--- config.mk ---
export PLATFORM = sky130hd
export DESIGN_NAME = cpu5_lsu
export DESIGN_NICKNAME = d
export VERILOG_FILES = /design/src/rtl/cpu5_lsu.sv
export SDC_FILE = /design/constraint.sdc
export NUM_CORES = 1
export LEC_CHECK = 0
export BUFFER_PORTS_ARGS = -buffer_cell sky130_fd_sc_hd__clkbuf_2
export CORE_MARGIN = 5
export CORE_UTILIZATION = 40
export DETAILED_ROUTE_END_ITERATION = 6
export GPL_TIMING_DRIVEN = 1
export PLACE_DENSITY = 0.79
export SLEW_MARGIN = 20
export SYNTH_ARGS = -nofsm -noshare
export SYNTH_HDL_FRONTEND = slang
export SYNTH_SLANG_ARGS = --single-unit
--- constraint.sdc ---
create_clock -name clk -period 1.84 [get_ports clk]
set_clock_uncertainty 0.05 [all_clocks]
set_input_delay 0.092 -clock clk [delete_from_list [all_inputs] [get_ports clk]]
set_output_delay 0.092 -clock clk [all_outputs]
set_load 0.05 [all_outputs]
--- src/rtl/cpu5_lsu.sv ---
// Load/store unit: one req/gnt/rvalid bus transaction per core memory op,
// with byte/half/word lane steering, load extension, misalign and timeout detection.
module cpu5_lsu #(
  parameter int unsigned XLEN    = 32,
  parameter int unsigned TIMEOUT = 64
) (
  input  logic            clk,
  input  logic            reset,
  input  logic            lsu_req,
  input  logic            lsu_we,
  input  logic [1:0]      lsu_size,
  input  logic            lsu_unsigned,
  input  logic [XLEN-1:0] lsu_addr,
  input  logic [XLEN-1:0] lsu_wdata,
  output logic [XLEN-1:0] lsu_rdata,
  output logic            lsu_stall,
  output logic            lsu_misalign,
  output logic            lsu_err,
  output logic            bus_req,
  output logic            bus_we,
  output logic [XLEN-1:0] bus_addr,
  output logic [XLEN-1:0] bus_wdata,
  output logic [3:0]      bus_be,
  input  logic            bus_gnt,
  input  logic            bus_rvalid,
  input  logic [XLEN-1:0] bus_rdata,
  input  logic            bus_err
);

  typedef enum logic [1:0] {S_IDLE, S_REQ, S_WAIT, S_DONE} state_t;

  localparam logic [7:0] CntLast = 8'(TIMEOUT - 1);

  state_t          r_state;
  logic [7:0]      r_cnt;
  logic [1:0]      r_off;
  logic [1:0]      r_size;
  logic            r_uns;
  logic            r_bus_req;
  logic            r_bus_we;
  logic [XLEN-1:0] r_bus_addr;
  logic [XLEN-1:0] r_bus_wdata;
  logic [3:0]      r_bus_be;
  logic [XLEN-1:0] r_rdata;
  logic            r_err;

  logic            w_misaligned;
  logic            w_tmo;
  logic [3:0]      w_be;
  logic [XLEN-1:0] w_wdata;
  logic [7:0]      w_byte;
  logic [15:0]     w_half;
  logic [XLEN-1:0] w_ext;

  assign w_misaligned = ((lsu_size == 2'b01) & lsu_addr[0]) |
                        (lsu_size[1] & (lsu_addr[1:0] != 2'b00));
  assign lsu_misalign = (r_state == S_IDLE) & lsu_req & w_misaligned;
  assign lsu_stall    = lsu_req & (r_state != S_DONE) & ~lsu_misalign;
  // >= rather than == so a grant on the last allowed cycle still bounds the WAIT phase
  assign w_tmo        = (r_cnt >= CntLast);

  always_comb begin
    w_be    = 4'b1111;
    w_wdata = lsu_wdata;
    case (lsu_size)
      2'b00: begin
        w_be    = 4'b0001 << lsu_addr[1:0];
        w_wdata = {4{lsu_wdata[7:0]}};
      end
      2'b01: begin
        w_be    = lsu_addr[1] ? 4'b1100 : 4'b0011;
        w_wdata = {2{lsu_wdata[15:0]}};
      end
      default: ;
    endcase
  end

  always_comb begin
    w_byte = bus_rdata[7:0];
    case (r_off)
      2'd1:    w_byte = bus_rdata[15:8];
      2'd2:    w_byte = bus_rdata[23:16];
      2'd3:    w_byte = bus_rdata[XLEN-1:24];
      default: w_byte = bus_rdata[7:0];
    endcase
    w_half = r_off[1] ? bus_rdata[XLEN-1:16] : bus_rdata[15:0];
    case (r_size)
      2'b00:   w_ext = {{(XLEN-8){~r_uns & w_byte[7]}}, w_byte};
      2'b01:   w_ext = {{(XLEN-16){~r_uns & w_half[15]}}, w_half};
      default: w_ext = bus_rdata;
    endcase
  end

  always_ff @(posedge clk or negedge reset) begin
    if (!reset) begin
      r_state     <= S_IDLE;
      r_cnt       <= '0;
      r_off       <= '0;
      r_size      <= '0;
      r_uns       <= 1'b0;
      r_bus_req   <= 1'b0;
      r_bus_we    <= 1'b0;
      r_bus_addr  <= '0;
      r_bus_wdata <= '0;
      r_bus_be    <= '0;
      r_rdata     <= '0;
      r_err       <= 1'b0;
    end else begin
      r_err <= 1'b0;
      case (r_state)
        S_IDLE: begin
          if (lsu_req && !w_misaligned) begin
            r_bus_addr  <= {lsu_addr[XLEN-1:2], 2'b00};
            r_bus_we    <= lsu_we;
            r_bus_be    <= w_be;
            r_bus_wdata <= w_wdata;
            r_off       <= lsu_addr[1:0];
            r_size      <= lsu_size;
            r_uns       <= lsu_unsigned;
            r_cnt       <= '0;
            r_bus_req   <= 1'b1;
            r_state     <= S_REQ;
          end
        end
        S_REQ: begin
          if (bus_gnt) begin
            r_bus_req <= 1'b0;
            r_cnt     <= r_cnt + 8'd1;
            r_state   <= S_WAIT;
          end else if (w_tmo) begin
            r_bus_req <= 1'b0;
            r_err     <= 1'b1;
            r_state   <= S_DONE;
          end else begin
            r_cnt <= r_cnt + 8'd1;
          end
        end
        S_WAIT: begin
          if (bus_rvalid) begin
            r_err   <= bus_err;
            r_state <= S_DONE;
            if (!r_bus_we && !bus_err) r_rdata <= w_ext;
          end else if (w_tmo) begin
            r_err   <= 1'b1;
            r_state <= S_DONE;
          end else begin
            r_cnt <= r_cnt + 8'd1;
          end
        end
        S_DONE: r_state <= S_IDLE;
        default: r_state <= S_IDLE;
      endcase
    end
  end

  assign bus_req   = r_bus_req;
  assign bus_we    = r_bus_we;
  assign bus_addr  = r_bus_addr;
  assign bus_wdata = r_bus_wdata;
  assign bus_be    = r_bus_be;
  assign lsu_rdata = r_rdata;
  assign lsu_err   = r_err;

endmodule

==> results of run 1 <==
==> repair_timing <==
item	CTS	global route
gates resized for setup	19	23
setup endpoints to repair	16	44
hold buffers	100	0
endpoints found under the hold margin	213	0
pin swaps	6	10
buffers inserted	7	9
==> Yosys cell counts, drive strengths merged, types with 9 or more instances <==
| cell | count |
|---|---|
| o21ai | 35 |
| nor2 | 38 |
| o22ai | 16 |
| a21o | 9 |
| a21oi | 37 |
| a22o | 9 |
| mux2i | 28 |
| buf | 27 |
| mux2 | 43 |
| clkbuf | 9 |
| nand2 | 47 |
| inv | 9 |
| nor2b | 12 |
| dfrtp | 116 |
==> placed cells by master (no fill, tap or decap), types with 8 or more instances in the layout <==
cell type                       instances
sky130_fd_sc_hd__nor2b_1               12
sky130_fd_sc_hd__nand2_1               45
sky130_fd_sc_hd__a21o_1                 9
sky130_fd_sc_hd__dfrtp_1              115
sky130_fd_sc_hd__a22o_1                 9
sky130_fd_sc_hd__clkbuf_16             17
sky130_fd_sc_hd__mux2_4                42
sky130_fd_sc_hd__a21oi_1               36
sky130_fd_sc_hd__o22a_1                 8
sky130_fd_sc_hd__dlygate4sd3_1        100
sky130_fd_sc_hd__nor2_1                36
sky130_fd_sc_hd__o21ai_0               31
sky130_fd_sc_hd__o22ai_1               16
sky130_fd_sc_hd__mux2i_1               28
sky130_fd_sc_hd__clkbuf_2             205
sky130_fd_sc_hd__buf_4                 53
==> worst paths after layout <==
kind | endpoint | depth (start not counted) | start | slack (ns)
worst max-delay path | r_cnt[1]$_DFFE_PN0P_ | 6 | r_state[0]$_DFFE_PN0P_ | 0.003
worst min-delay path | bus_wdata[16]$_DFFE_PN0P_ | 3 | lsu_wdata[16] | 0.02
worst max register to register | r_cnt[1]$_DFFE_PN0P_ | 6 | r_state[0]$_DFFE_PN0P_ | 0.003
worst min register to register | bus_wdata[23]$_DFFE_PN0P_ | 2 | bus_wdata[23]$_DFFE_PN0P_ | 0.43
max in group asynchronous | r_state[1]$_DFFE_PN0P_ | 3 | reset | 1.01
min in group asynchronous | lsu_rdata[6]$_DFFE_PN0P_ | 2 | reset | 0.14
==> power by group through the flow <==
stage / registers, mW / logic (mW) / clock network [mW]
2_1_floorplan: 8.29 / 3.05 / 0
3_3_place_gp: 4.53 / 9.20 / 0
3_5_place_dp: 4.55 / 9.35 / 0
4_1_cts: 4.56 / 9.74 / 3.44
5_1_grt: 4.70 / 10.7 / 3.56
6_report: 4.59 / 10.1 / 3.37
==> state kept, by name, indices dropped and copies added (netlist names) <==
| name | cells |
|---|---|
| bus_addr | 30 |
| bus_be | 4 |
| bus_req | 1 |
| bus_wdata | 32 |
| bus_we | 1 |
| lsu_err | 1 |
| lsu_rdata | 32 |
| r_cnt | 8 |
| r_off | 2 |
| r_size | 2 |
| r_state | 2 |
| r_uns | 1 |
==> cell families (layout without fill, tap and decap cells) <==
logic type,count (synthesis),count (layout)
and+or+nand+nor,130,130
AOI/OAI and AO/OA,162,162
muxes,71,71
other,1,2
DFF,116,116
buffers and inverters,45,411
adders and majority gates,5,5
==> layout make-up <==
class                           instances  area (um2)  area share (%)
Sequential cell                       116        2900            31.4
Multi-Input combinational cell        370        2850            30.8
Timing Repair Buffer                  370        2620            28.3
Clock buffer                           17         425            4.60
Tap cell                              184         230            2.49
Clock inverter                         15         183            1.97
Inverter                                9        38.8           0.419
==> critical path, stage by stage (launching register included) <==
cell and delay (ns):
sky130_fd_sc_hd__dfrtp_1 0.40, sky130_fd_sc_hd__buf_4 0.16, sky130_fd_sc_hd__ha_4 0.18, sky130_fd_sc_hd__buf_4 0.15, sky130_fd_sc_hd__o21a_1 0.20, sky130_fd_sc_hd__a211o_1 0.36
sky130_fd_sc_hd__a32o_1 0.23
==> metrics by stage <==
step                      setup TNS (ns)  hold slack [ns]
final                                  0           0.0187
after global routing              -0.304           0.0340
after CTS                        -0.0418           0.0101
after detailed placement          -0.280           0.0271
after global placement                 0           0.0214
after floorplan                        0           -0.254
==> layer usage <==
metal	share of wire (%)	routed length, um
met1	40	7630
met2	50	9640
met3	6.9	1310
met4	2.7	510
met5	0	0
==> flow_summary.html, run 1 <==
<table>
<tr><th>Metric</th><th>Value</th></tr>
<tr><th colspan="2">Synthesis</th></tr>
<tr><td>Share of flip-flops with an asynchronous set or reset</td><td>100%</td></tr>
<tr><td>Cell type with the largest total area after synthesis</td><td>sky130_fd_sc_hd__dfrtp_1</td></tr>
<tr><td>Main flop type after synthesis</td><td>sky130_fd_sc_hd__dfrtp_1</td></tr>
<tr><td>Count of cell types in the netlist</td><td>between 60 and 70</td></tr>
<tr><td>Area fraction of the dominant cell type after synthesis</td><td>49.7%</td></tr>
<tr><td>Avg Inst Size Synth</td><td>between 10 and 15 um2</td></tr>
<tr><td>Combinational family with the most area after synthesis</td><td>compound AO/OA/AOI/OAI gates</td></tr>
<tr><td>Proportion of synthesized area in mux cells</td><td>approximately 16%</td></tr>
<tr><td>Cells after Synth</td><td>530</td></tr>
<tr><td>Flip-flop and latch count after synthesis</td><td>approximately 120</td></tr>
<tr><td>Complex-gate fraction of the synthesized area</td><td>a little under a fifth</td></tr>
<tr><td>Syn Std Cell Area</td><td>5840 um2</td></tr>
<tr><td>Count of warnings emitted by yosys</td><td>0</td></tr>
<tr><td>Parity-gate share of the synthesized area counting xor and xnor cells</td><td>0%</td></tr>
<tr><td>Synthesized-area fraction occupied by and/or/nand/nor cells</td><td>approximately a tenth</td></tr>
<tr><td>Dominant cells by area after synthesis</td><td>sky130_fd_sc_hd__dfrtp_1 50%, sky130_fd_sc_hd__mux2_4 11%, sky130_fd_sc_hd__mux2i_1 4.8%, sky130_fd_sc_hd__a21oi_1 3.1%, sky130_fd_sc_hd__nand2_1 3.0%</td></tr>
<tr><td>Number of flops mapped to enable cells by yosys</td><td>0</td></tr>
<tr><td>Sequential area share after synthesis</td><td>between 40 and 50%</td></tr>
<tr><td>Synthesized-area fraction occupied by adder cells</td><td>around 1.1%</td></tr>
<tr><th colspan="2">Timing</th></tr>
<tr><td>Worst path setup slack after routing</td><td>between 0.002 and 0.003 ns</td></tr>
<tr><td>Number of endpoints failing setup at the final stage</td><td>0</td></tr>
<tr><td>Unrepaired setup endpoints after global routing</td><td>true</td></tr>
<tr><td>Max-slew violation count</td><td>0</td></tr>
<tr><td>Hold Violations, Final</td><td>0</td></tr>
<tr><td>Maximum clock frequency</td><td>~540 MHz</td></tr>
<tr><td>Tightest slew margin relative to the limit</td><td>roughly three fifths</td></tr>
<tr><td>Crit path time final</td><td>~1.8 ns</td></tr>
<tr><td>Transition time of the tightest slew-check pin</td><td>between 0.5 and 0.6 ns</td></tr>
<tr><td>Final worst path period share</td><td>99.9%</td></tr>
<tr><th colspan="2">Power</th></tr>
<tr><td>Power per Cell Area</td><td>just under 2000 nW/um2</td></tr>
<tr><td>Reg power frac</td><td>25.4%</td></tr>
<tr><td>Combinational power share</td><td>between 50% and 60%</td></tr>
<tr><td>Power spent charging and discharging nets</td><td>a little under 9 mW</td></tr>
<tr><td>Static Leakage</td><td>~4.6 nW</td></tr>
<tr><td>Internal Pwr Total</td><td>between 9 and 10 mW</td></tr>
<tr><td>Proportion of power drawn by the clock network</td><td>a little under a fifth</td></tr>
<tr><td>Switch share</td><td>48.6%</td></tr>
<tr><td>Overall Power</td><td>roughly 18 mW</td></tr>
<tr><td>Largest voltage drop on the vdd net</td><td>between 1 and 1.5 mV</td></tr>
<tr><th colspan="2">GRT</th></tr>
<tr><td>Met2 capacity usage during global routing</td><td>between 30% and 40%</td></tr>
<tr><td>Number of antenna violations at the first check in global routing</td><td>0</td></tr>
<tr><td>Pin count of the biggest net entering global routing</td><td>46</td></tr>
<tr><td>Met3 track utilization from global routing</td><td>about 6.0%</td></tr>
<tr><td>First-pass GRT wire length</td><td>about 30000 um</td></tr>
<tr><td>Most used routing layer</td><td>met2</td></tr>
<tr><td>Number of global-route vias before repair</td><td>5776</td></tr>
<tr><td>GR met1 Demand/Resource</td><td>around 27%</td></tr>
<tr><td>Total overflow reported by the global router</td><td>0</td></tr>
<tr><td>Aggregate global-route resource usage</td><td>~22%</td></tr>
<tr><th colspan="2">Finish</th></tr>
<tr><td>Share of post-route cells with drive strength above 1</td><td>42.0%</td></tr>
<tr><td>Final antenna diode count</td><td>0</td></tr>
<tr><td>Post-route insts no fill</td><td>approximately 1100</td></tr>
<tr><td>Core occupancy in the finished layout</td><td>64.2%</td></tr>
<tr><td>Fin nets</td><td>995</td></tr>
<tr><td>Filler Cells Inserted</td><td>~1100</td></tr>
<tr><td>Post-route cell area</td><td>about 9000 um2</td></tr>
<tr><td>Syn-to-layout area delta</td><td>58.4%</td></tr>
<tr><th colspan="2">Floorplan</th></tr>
<tr><td>Number of placed I/O pins</td><td>211</td></tr>
<tr><td>Die area</td><td>about 17000 um2</td></tr>
<tr><td>Placeable core region</td><td>roughly 14000 um2</td></tr>
<tr><td>Site Rows</td><td>44</td></tr>
<tr><td>Width of the die</td><td>131 um</td></tr>
<tr><td>Starting density of the core</td><td>a little over 40%</td></tr>
<tr><td>DIE HEIGHT</td><td>around 130 um</td></tr>
<tr><th colspan="2">Clocking</th></tr>
<tr><td>CTS buffer count</td><td>17</td></tr>
<tr><td>Clock insertion delay at the later pin of the skew report</td><td>between 0.4 and 0.5 ns</td></tr>
<tr><td>Clock Sinks</td><td>116</td></tr>
<tr><td>Maximum clock path buffer count</td><td>2</td></tr>
<tr><td>Clock tree from TritonCTS</td><td>built</td></tr>
<tr><td>Root Driver</td><td>sky130_fd_sc_hd__clkbuf_16</td></tr>
<tr><td>Maximum level of the CTS H-tree</td><td>4</td></tr>
<tr><td>Clock input transition at the sequential cells of the worst setup and hold paths</td><td>about 0.060 ns</td></tr>
<tr><th colspan="2">Route</th></tr>
<tr><td>Detailed-route wire length</td><td>19100 um</td></tr>
<tr><td>DRC viols</td><td>0</td></tr>
<tr><td>Detailed-route wire length per cell</td><td>between 15 and 20 um</td></tr>
<tr><td>Total via count in the routed design</td><td>about 5600</td></tr>
<tr><td>Initial DRT Pass Iterations</td><td>5</td></tr>
<tr><td>First DRT Iteration DRCs</td><td>about 430</td></tr>
<tr><td>Per-cell via count in the routed design</td><td>~5.2</td></tr>
<tr><td>Number of nets still failing antenna checks after routing</td><td>0</td></tr>
<tr><th colspan="2">Placement</th></tr>
<tr><td>Placed inst area</td><td>~7300 um2</td></tr>
<tr><td>Routability cong.</td><td>between 0.9 and 1</td></tr>
<tr><td>Post-Place Worst Slack</td><td>-0.101 ns</td></tr>
<tr><td>Buffers added on ports</td><td>roughly 210</td></tr>
<tr><td>Sum of net half-perimeters after detailed placement</td><td>roughly 13000 um</td></tr>
<tr><td>Total placed cells including tap cells</td><td>roughly 930</td></tr>
<tr><th colspan="2">Critical path</th></tr>
<tr><td>Data required time at the worst endpoint</td><td>approximately 2.1 ns</td></tr>
<tr><td>Worst setup SP type</td><td>flop</td></tr>
<tr><td>Biggest fanout along the worst timing path</td><td>5</td></tr>
<tr><td>Kind of critical path</td><td>reg2reg</td></tr>
<tr><td>Endpoint type of the worst setup path</td><td>flop</td></tr>
<tr><td>Arrival time at the worst endpoint</td><td>2.09 ns</td></tr>
<tr><th colspan="2">Job</th></tr>
<tr><td>Number of max-cap violations</td><td>0</td></tr>
<tr><th colspan="2">Outcome</th></tr>
<tr><td>Outcome</td><td>finished clean</td></tr>
<tr><th colspan="2">Min path</th></tr>
<tr><td>Worst hold path type</td><td>in2reg</td></tr>
</table>
No activity file was read; power rests on OpenSTA's default activity.
==> run 2: changes to the inputs <==
- MAX_ROUTING_LAYER: not set -> met4
==> flow_summary.html, run 2 (synthesis gave the netlist of run 1 again) <==
<table>
<tr><th>Metric</th><th>Value</th></tr>
<tr><th colspan="2">Placement</th></tr>
<tr><td>Routability cong.</td><td>0.924</td></tr>
<tr><td>Buffers added on ports</td><td>208</td></tr>
<tr><td>Sum of net half-perimeters after detailed placement</td><td>around 12000 um</td></tr>
<tr><td>Placed inst area</td><td>around 7300 um2</td></tr>
<tr><td>Post-Place Worst Slack</td><td>-0.0343 ns</td></tr>
<tr><th colspan="2">Timing</th></tr>
<tr><td>Max-slew violation count</td><td>0</td></tr>
<tr><td>Final worst path period share</td><td>between 90 and 100%</td></tr>
<tr><td>Hold Violations, Final</td><td>0</td></tr>
<tr><td>Number of endpoints failing setup at the final stage</td><td>0</td></tr>
<tr><td>Worst path setup slack after routing</td><td>0.0168 ns</td></tr>
<tr><td>Final total negative setup slack</td><td>0 ns</td></tr>
<tr><td>Unrepaired setup endpoints after global routing</td><td>true</td></tr>
<tr><td>Maximum clock frequency</td><td>548 MHz</td></tr>
<tr><td>Crit path time final</td><td>between 1.5 and 2 ns</td></tr>
<tr><th colspan="2">Finish</th></tr>
<tr><td>Share of post-route cells with drive strength above 1</td><td>41.0%</td></tr>
<tr><td>Most used cells in the layout excluding fill and tap cells</td><td>205 x sky130_fd_sc_hd__clkbuf_2, 116 x sky130_fd_sc_hd__dfrtp_1, 96 x sky130_fd_sc_hd__dlygate4sd3_1</td></tr>
<tr><td>Fin nets</td><td>980</td></tr>
<tr><td>Core occupancy in the finished layout</td><td>63.0%</td></tr>
<tr><td>Syn-to-layout area delta</td><td>55.6%</td></tr>
<tr><td>Leading cell type in the layout, fill and taps excluded</td><td>sky130_fd_sc_hd__clkbuf_2</td></tr>
<tr><td>Post-route cell area</td><td>between 9000 and 10000 um2</td></tr>
<tr><td>Final antenna diode count</td><td>0</td></tr>
<tr><th colspan="2">GRT</th></tr>
<tr><td>Number of global-route vias before repair</td><td>around 5700</td></tr>
<tr><td>Pin count of the biggest net entering global routing</td><td>46</td></tr>
<tr><td>Aggregate global-route resource usage</td><td>22.2%</td></tr>
<tr><td>Number of antenna violations at the first check in global routing</td><td>0</td></tr>
<tr><td>First-pass GRT wire length</td><td>a little under 30000 um</td></tr>
<tr><td>Total overflow reported by the global router</td><td>0</td></tr>
<tr><th colspan="2">Floorplan</th></tr>
<tr><td>Site Rows</td><td>44</td></tr>
<tr><td>Number of placed I/O pins</td><td>211</td></tr>
<tr><td>DIE HEIGHT</td><td>about 130 um</td></tr>
<tr><td>Starting density of the core</td><td>40.5%</td></tr>
<tr><td>Width of the die</td><td>131 um</td></tr>
<tr><td>Placeable core region</td><td>between 10000 and 15000 um2</td></tr>
<tr><td>Die area</td><td>about 17000 um2</td></tr>
<tr><th colspan="2">Clocking</th></tr>
<tr><td>Maximum clock path buffer count</td><td>2</td></tr>
<tr><td>Maximum level of the CTS H-tree</td><td>4</td></tr>
<tr><td>Root Driver</td><td>sky130_fd_sc_hd__clkbuf_16</td></tr>
<tr><td>Clock tree from TritonCTS</td><td>built</td></tr>
<tr><td>CTS buffer count</td><td>17</td></tr>
<tr><td>Clock Sinks</td><td>roughly 120</td></tr>
<tr><td>Clock insertion delay at the later pin of the skew report</td><td>a little over 0.4 ns</td></tr>
<tr><td>Clock input transition at the sequential cells of the worst setup and hold paths</td><td>roughly 0.060 ns</td></tr>
<tr><th colspan="2">Critical path</th></tr>
<tr><td>Arrival time at the worst endpoint</td><td>2.07 ns</td></tr>
<tr><td>Biggest fanout along the worst timing path</td><td>8</td></tr>
<tr><td>Endpoint type of the worst setup path</td><td>flop</td></tr>
<tr><td>R2R depth</td><td>8</td></tr>
<tr><td>Worst setup SP type</td><td>flop</td></tr>
<tr><td>Kind of critical path</td><td>reg2reg</td></tr>
<tr><td>Data required time at the worst endpoint</td><td>2.09 ns</td></tr>
<tr><th colspan="2">Job</th></tr>
<tr><td>Number of max-cap violations</td><td>0</td></tr>
<tr><th colspan="2">Power</th></tr>
<tr><td>Power per Cell Area</td><td>slightly below 2000 nW/um2</td></tr>
<tr><td>Overall Power</td><td>~18 mW</td></tr>
<tr><td>Internal Pwr Total</td><td>between 9 and 10 mW</td></tr>
<tr><td>Power spent charging and discharging nets</td><td>between 8 and 9 mW</td></tr>
<tr><td>Proportion of power drawn by the clock network</td><td>19.5%</td></tr>
<tr><td>Combinational power share</td><td>a little under three fifths</td></tr>
<tr><td>Switch share</td><td>between 40% and 50%</td></tr>
<tr><td>Reg power frac</td><td>roughly 25%</td></tr>
<tr><td>Static Leakage</td><td>between 4 and 5 nW</td></tr>
<tr><td>Largest voltage drop on the vdd net</td><td>about 1.1 mV</td></tr>
<tr><th colspan="2">Route</th></tr>
<tr><td>Total via count in the routed design</td><td>roughly 5500</td></tr>
<tr><td>Number of nets still failing antenna checks after routing</td><td>0</td></tr>
<tr><td>DRC viols</td><td>0</td></tr>
<tr><td>Per-cell via count in the routed design</td><td>between 5 and 6</td></tr>
<tr><td>Detailed-route wire length per cell</td><td>~17 um</td></tr>
<tr><td>Detailed-route wire length</td><td>between 15000 and 20000 um</td></tr>
<tr><td>Initial DRT Pass Iterations</td><td>6</td></tr>
<tr><td>First DRT Iteration DRCs</td><td>350</td></tr>
<tr><th colspan="2">Outcome</th></tr>
<tr><td>Outcome</td><td>finished clean</td></tr>
<tr><th colspan="2">Min path</th></tr>
<tr><td>Worst hold path type</td><td>in2reg</td></tr>
<tr><td>Cell count of the worst hold path</td><td>3</td></tr>
</table>
## run 2: cell count changes in the layout (fill, tap and decap cells not counted), moves of 2 or more
| cell | delta |
|---|---|
| sky130_fd_sc_hd__inv_2 | +2 |
| sky130_fd_sc_hd__clkinv_4 | -2 |
| sky130_fd_sc_hd__clkbuf_1 | +2 |
| sky130_fd_sc_hd__dlygate4sd3_1 | -4 |
| sky130_fd_sc_hd__clkbuf_8 | +2 |
| sky130_fd_sc_hd__buf_4 | -10 |
## run 2: layout make-up
cell class	instances	area, um2
fillers	1130	5330
flip-flops and latches	116	2900
multi-input cells	370	2810
repair buffers	355	2480
clock buffers	20	447
well taps	184	230
clock inverters	12	179
inverters	9	36.3
## run 2: path summary, 6_finish.rpt
path | start | end | slack [ns]
max | r_state[1]$_DFFE_PN0P_ | r_cnt[3]$_DFFE_PN0P_ | 0.02
min | bus_rdata[14] | lsu_rdata[14]$_DFFE_PN0P_ | 0.02
max reg2reg | r_state[1]$_DFFE_PN0P_ | r_cnt[3]$_DFFE_PN0P_ | 0.02
min reg2reg | bus_wdata[8]$_DFFE_PN0P_ | bus_wdata[8]$_DFFE_PN0P_ | 0.43
max in group asynchronous | reset | bus_wdata[2]$_DFFE_PN0P_ | 1.02
min in group asynchronous | reset | lsu_rdata[6]$_DFFE_PN0P_ | 0.13
## run 2: layer usage
| layer | share of wire, % | GRT usage [%] |
|---|---|---|
| met5 | 0 | - |
| met4 | 2.0 | 6.53 |
| met3 | 6.9 | 5.77 |
| met2 | 51 | 37.3 |
| met1 | 40 | 26.5 |
## run 2: worst max-delay path: stages (launching register included)
cell and delay, ns:
sky130_fd_sc_hd__dfrtp_1 0.39, sky130_fd_sc_hd__inv_2 0.09, sky130_fd_sc_hd__buf_4 0.13, sky130_fd_sc_hd__ha_4 0.18, sky130_fd_sc_hd__nand2_1 0.09, sky130_fd_sc_hd__a311oi_2 0.28, sky130_fd_sc_hd__buf_4 0.18, sky130_fd_sc_hd__nand3_1 0.07
sky130_fd_sc_hd__o311ai_1 0.25
## run 2: power groups by stage
stage / logic [mW] / clock network, mW / registers, mW
2_1_floorplan: 3.05 / 0 / 8.29
3_3_place_gp: 9.20 / 0 / 4.52
3_5_place_dp: 9.33 / 0 / 4.54
4_1_cts: 9.74 / 3.58 / 4.53
5_1_grt: 10.4 / 3.69 / 4.71
6_report: 9.88 / 3.49 / 4.56
## run 2: stage by stage
step,hold slack (ns),cells
2_1_floorplan,-0.254,531
3_3_place_gp,0.0140,931
3_5_place_dp,0.0256,931
4_1_cts,0.000731,1065
5_1_grt,0.00486,1066
6_report,0.0217,1066
## run 2: what timing repair did
item                                   CTS  global route
pin swaps                                7             5
buffers inserted                         6             1
resized for setup                       19            16
setup endpoints to repair               14            29
endpoints found under the hold margin  211             0
cloned                                   0             0
hold buffers                            96             0
==> run 3: changes to the inputs <==
- CORE_UTILIZATION: 40 -> 45
- PLACE_DENSITY: 0.79 -> 0.86
==> flow_summary.html, run 3 (synthesis gave the netlist of run 1 again) <==
<table>
<tr><th>Metric</th><th>Value</th></tr>
<tr><th colspan="2">Route</th></tr>
<tr><td>Detailed-route wire length</td><td>a little over 20000 um</td></tr>
<tr><td>Initial DRT Pass Iterations</td><td>5</td></tr>
<tr><td>First DRT Iteration DRCs</td><td>approximately 600</td></tr>
<tr><td>DRC viols</td><td>0</td></tr>
<tr><td>Total via count in the routed design</td><td>between 5000 and 6000</td></tr>
<tr><td>Number of nets still failing antenna checks after routing</td><td>0</td></tr>
<tr><td>Per-cell via count in the routed design</td><td>approximately 5.5</td></tr>
<tr><td>Detailed-route wire length per cell</td><td>roughly 19 um</td></tr>
<tr><th colspan="2">Finish</th></tr>
<tr><td>Core occupancy in the finished layout</td><td>around 72%</td></tr>
<tr><td>Fin nets</td><td>between 900 and 1000</td></tr>
<tr><td>Syn-to-layout area delta</td><td>56.5%</td></tr>
<tr><td>Leading cell type in the layout, fill and taps excluded</td><td>sky130_fd_sc_hd__clkbuf_2</td></tr>
<tr><td>Most used cells in the layout excluding fill and tap cells</td><td>205 x sky130_fd_sc_hd__clkbuf_2, 115 x sky130_fd_sc_hd__dfrtp_1, 93 x sky130_fd_sc_hd__dlygate4sd3_1</td></tr>
<tr><td>Share of post-route cells with drive strength above 1</td><td>41.4%</td></tr>
<tr><td>Final antenna diode count</td><td>0</td></tr>
<tr><th colspan="2">Critical path</th></tr>
<tr><td>Arrival time at the worst endpoint</td><td>2.11 ns</td></tr>
<tr><td>Worst setup SP type</td><td>flop</td></tr>
<tr><td>Data required time at the worst endpoint</td><td>between 2 and 2.5 ns</td></tr>
<tr><td>Kind of critical path</td><td>reg2reg</td></tr>
<tr><td>Endpoint type of the worst setup path</td><td>flop</td></tr>
<tr><td>Biggest fanout along the worst timing path</td><td>6</td></tr>
<tr><th colspan="2">Timing</th></tr>
<tr><td>Maximum clock frequency</td><td>between 500 and 600 MHz</td></tr>
<tr><td>Final worst path period share</td><td>101%</td></tr>
<tr><td>Unrepaired setup endpoints after global routing</td><td>true</td></tr>
<tr><td>Max-slew violation count</td><td>0</td></tr>
<tr><td>Crit path time final</td><td>1.86 ns</td></tr>
<tr><td>Worst path setup slack after routing</td><td>-0.0198 ns</td></tr>
<tr><td>Transition time of the tightest slew-check pin</td><td>around 0.53 ns</td></tr>
<tr><td>Number of endpoints failing setup at the final stage</td><td>1</td></tr>
<tr><td>Tightest slew margin relative to the limit</td><td>roughly 65%</td></tr>
<tr><td>Hold Violations, Final</td><td>0</td></tr>
<tr><th colspan="2">Power</th></tr>
<tr><td>Largest voltage drop on the vdd net</td><td>~1.1 mV</td></tr>
<tr><td>Static Leakage</td><td>4.55 nW</td></tr>
<tr><td>Overall Power</td><td>roughly 18 mW</td></tr>
<tr><td>Power per Cell Area</td><td>about 2000 nW/um2</td></tr>
<tr><th colspan="2">Floorplan</th></tr>
<tr><td>DIE HEIGHT</td><td>between 100 and 150 um</td></tr>
<tr><td>Number of placed I/O pins</td><td>between 200 and 250</td></tr>
<tr><td>Starting density of the core</td><td>a little under half</td></tr>
<tr><td>Site Rows</td><td>41</td></tr>
<tr><td>Width of the die</td><td>124 um</td></tr>
<tr><td>Placeable core region</td><td>12700 um2</td></tr>
<tr><td>Die area</td><td>15400 um2</td></tr>
<tr><th colspan="2">Placement</th></tr>
<tr><td>Routability cong.</td><td>between 0.8 and 0.9</td></tr>
<tr><td>Sum of net half-perimeters after detailed placement</td><td>approximately 13000 um</td></tr>
<tr><td>Buffers added on ports</td><td>about 210</td></tr>
<tr><th colspan="2">Clocking</th></tr>
<tr><td>Clock input transition at the sequential cells of the worst setup and hold paths</td><td>~0.06 ns</td></tr>
<tr><td>Maximum level of the CTS H-tree</td><td>4</td></tr>
<tr><td>Clock insertion delay at the later pin of the skew report</td><td>~0.41 ns</td></tr>
<tr><td>CTS buffer count</td><td>17</td></tr>
<tr><td>Root Driver</td><td>sky130_fd_sc_hd__clkbuf_16</td></tr>
<tr><td>Maximum clock path buffer count</td><td>2</td></tr>
<tr><td>Clock tree from TritonCTS</td><td>built</td></tr>
<tr><td>Clock Sinks</td><td>116</td></tr>
<tr><th colspan="2">Min path</th></tr>
<tr><td>Worst hold path type</td><td>in2reg</td></tr>
<tr><th colspan="2">GRT</th></tr>
<tr><td>Pin count of the biggest net entering global routing</td><td>56</td></tr>
<tr><td>Number of global-route vias before repair</td><td>just under 6000</td></tr>
<tr><td>Total overflow reported by the global router</td><td>0</td></tr>
<tr><td>Aggregate global-route resource usage</td><td>between 20% and 30%</td></tr>
<tr><td>First-pass GRT wire length</td><td>30300 um</td></tr>
<tr><td>Number of antenna violations at the first check in global routing</td><td>0</td></tr>
<tr><th colspan="2">Job</th></tr>
<tr><td>Number of max-cap violations</td><td>0</td></tr>
<tr><th colspan="2">Outcome</th></tr>
<tr><td>Violated checks</td><td>setup timing</td></tr>
<tr><td>Outcome</td><td>complete, but fails checks</td></tr>
</table>
==> run 3: changes by cell type in the layout (fill, tap and decap cells not counted), sizes merged <==
cell,change
inv,-1
clkinvlp,-2
dlygate4sd3,-3
clkinv,+2
buf,-4
bufinv,+2
==> run 3: power breakdown <==
group | total [mW] | internal (mW) | leakage (nW) | switching, mW
sequential | 4.59 | 3.76 | 1.41 | 0.831
clock | 3.82 | 2.61 | 0.333 | 1.21
combinational | 10.0 | 3.24 | 2.81 | 6.78
total | 18.4 | 9.61 | 4.55 | 8.82
==> run 3: timing repair <==
item,4_1_cts,5_1_grt
hold endpoints to repair,162,0
cloned,0,2
pin swaps,6,10
hold buffers,93,0
setup buffers,6,3
endpoints found under the setup margin,17,40
gates resized for setup,21,21
==> run 3: layer usage <==
metal  vias to the layer above  wire length (um)  GRT usage [%]
met5                         -                 0              -
met4                         0               883           14.2
met3                        86              1420           5.99
met2                       302             10400           44.0
met1                      2749              7530           29.9
li1                       2609                 -              -
==> run 3: final cells by class <==
class,instances,area (um2)
Clock inverter,13,229
Inverter,9,36.3
Multi-Input combinational cell,370,2830
Timing Repair Buffer,349,2480
Clock buffer,19,453
Fill cell,862,3520
Tap cell,172,215
Sequential cell,116,2900
==> run 3: through the flow <==
step | cells | setup TNS [ns] | setup slack (ns) | hold WS (ns) | instance area [um2]
global route | 1048 | -0.984 | -0.122 | 0.0150 | 9150
global placement | 912 | 0 | 0.0298 | 0.0111 | 7260
detailed placement | 912 | -0.169 | -0.0371 | 0.0204 | 7260
floorplan | 531 | 0 | 0.0384 | -0.254 | 5860
finish | 1048 | -0.0198 | -0.0198 | 0.0124 | 9150
CTS | 1043 | -0.0133 | -0.0133 | 0.00280 | 8990
==> run 3: path summary, 6_finish.rpt <==
| path | from | end | slack, ns | cells after the start |
|---|---|---|---|---|
| setup reg to reg | r_state[1]$_DFFE_PN0P_ | r_cnt[3]$_DFFE_PN0P_ | -0.02 | 6 |
| hold / removal | bus_rdata[23] | lsu_rdata[23]$_DFFE_PN0P_ | 0.01 | 3 |
| min in group asynchronous | reset | lsu_rdata[15]$_DFFE_PN0P_ | 0.13 | 2 |
| setup / recovery | r_state[1]$_DFFE_PN0P_ | r_cnt[3]$_DFFE_PN0P_ | -0.02 | 6 |
| hold reg to reg | bus_wdata[24]$_DFFE_PN0P_ | bus_wdata[24]$_DFFE_PN0P_ | 0.43 | 2 |
| max in group asynchronous | reset | bus_we$_DFFE_PN0P_ | 0.96 | 3 |
==> run 3: critical path, cell delays in order (launching register included) <==
cell,delay (ns)
sky130_fd_sc_hd__dfrtp_2,0.43
sky130_fd_sc_hd__inv_2,0.09
sky130_fd_sc_hd__ha_2,0.27
sky130_fd_sc_hd__a2bb2oi_1,0.16
sky130_fd_sc_hd__a311oi_4,0.33
sky130_fd_sc_hd__nand3_2,0.12
sky130_fd_sc_hd__o311ai_2,0.29
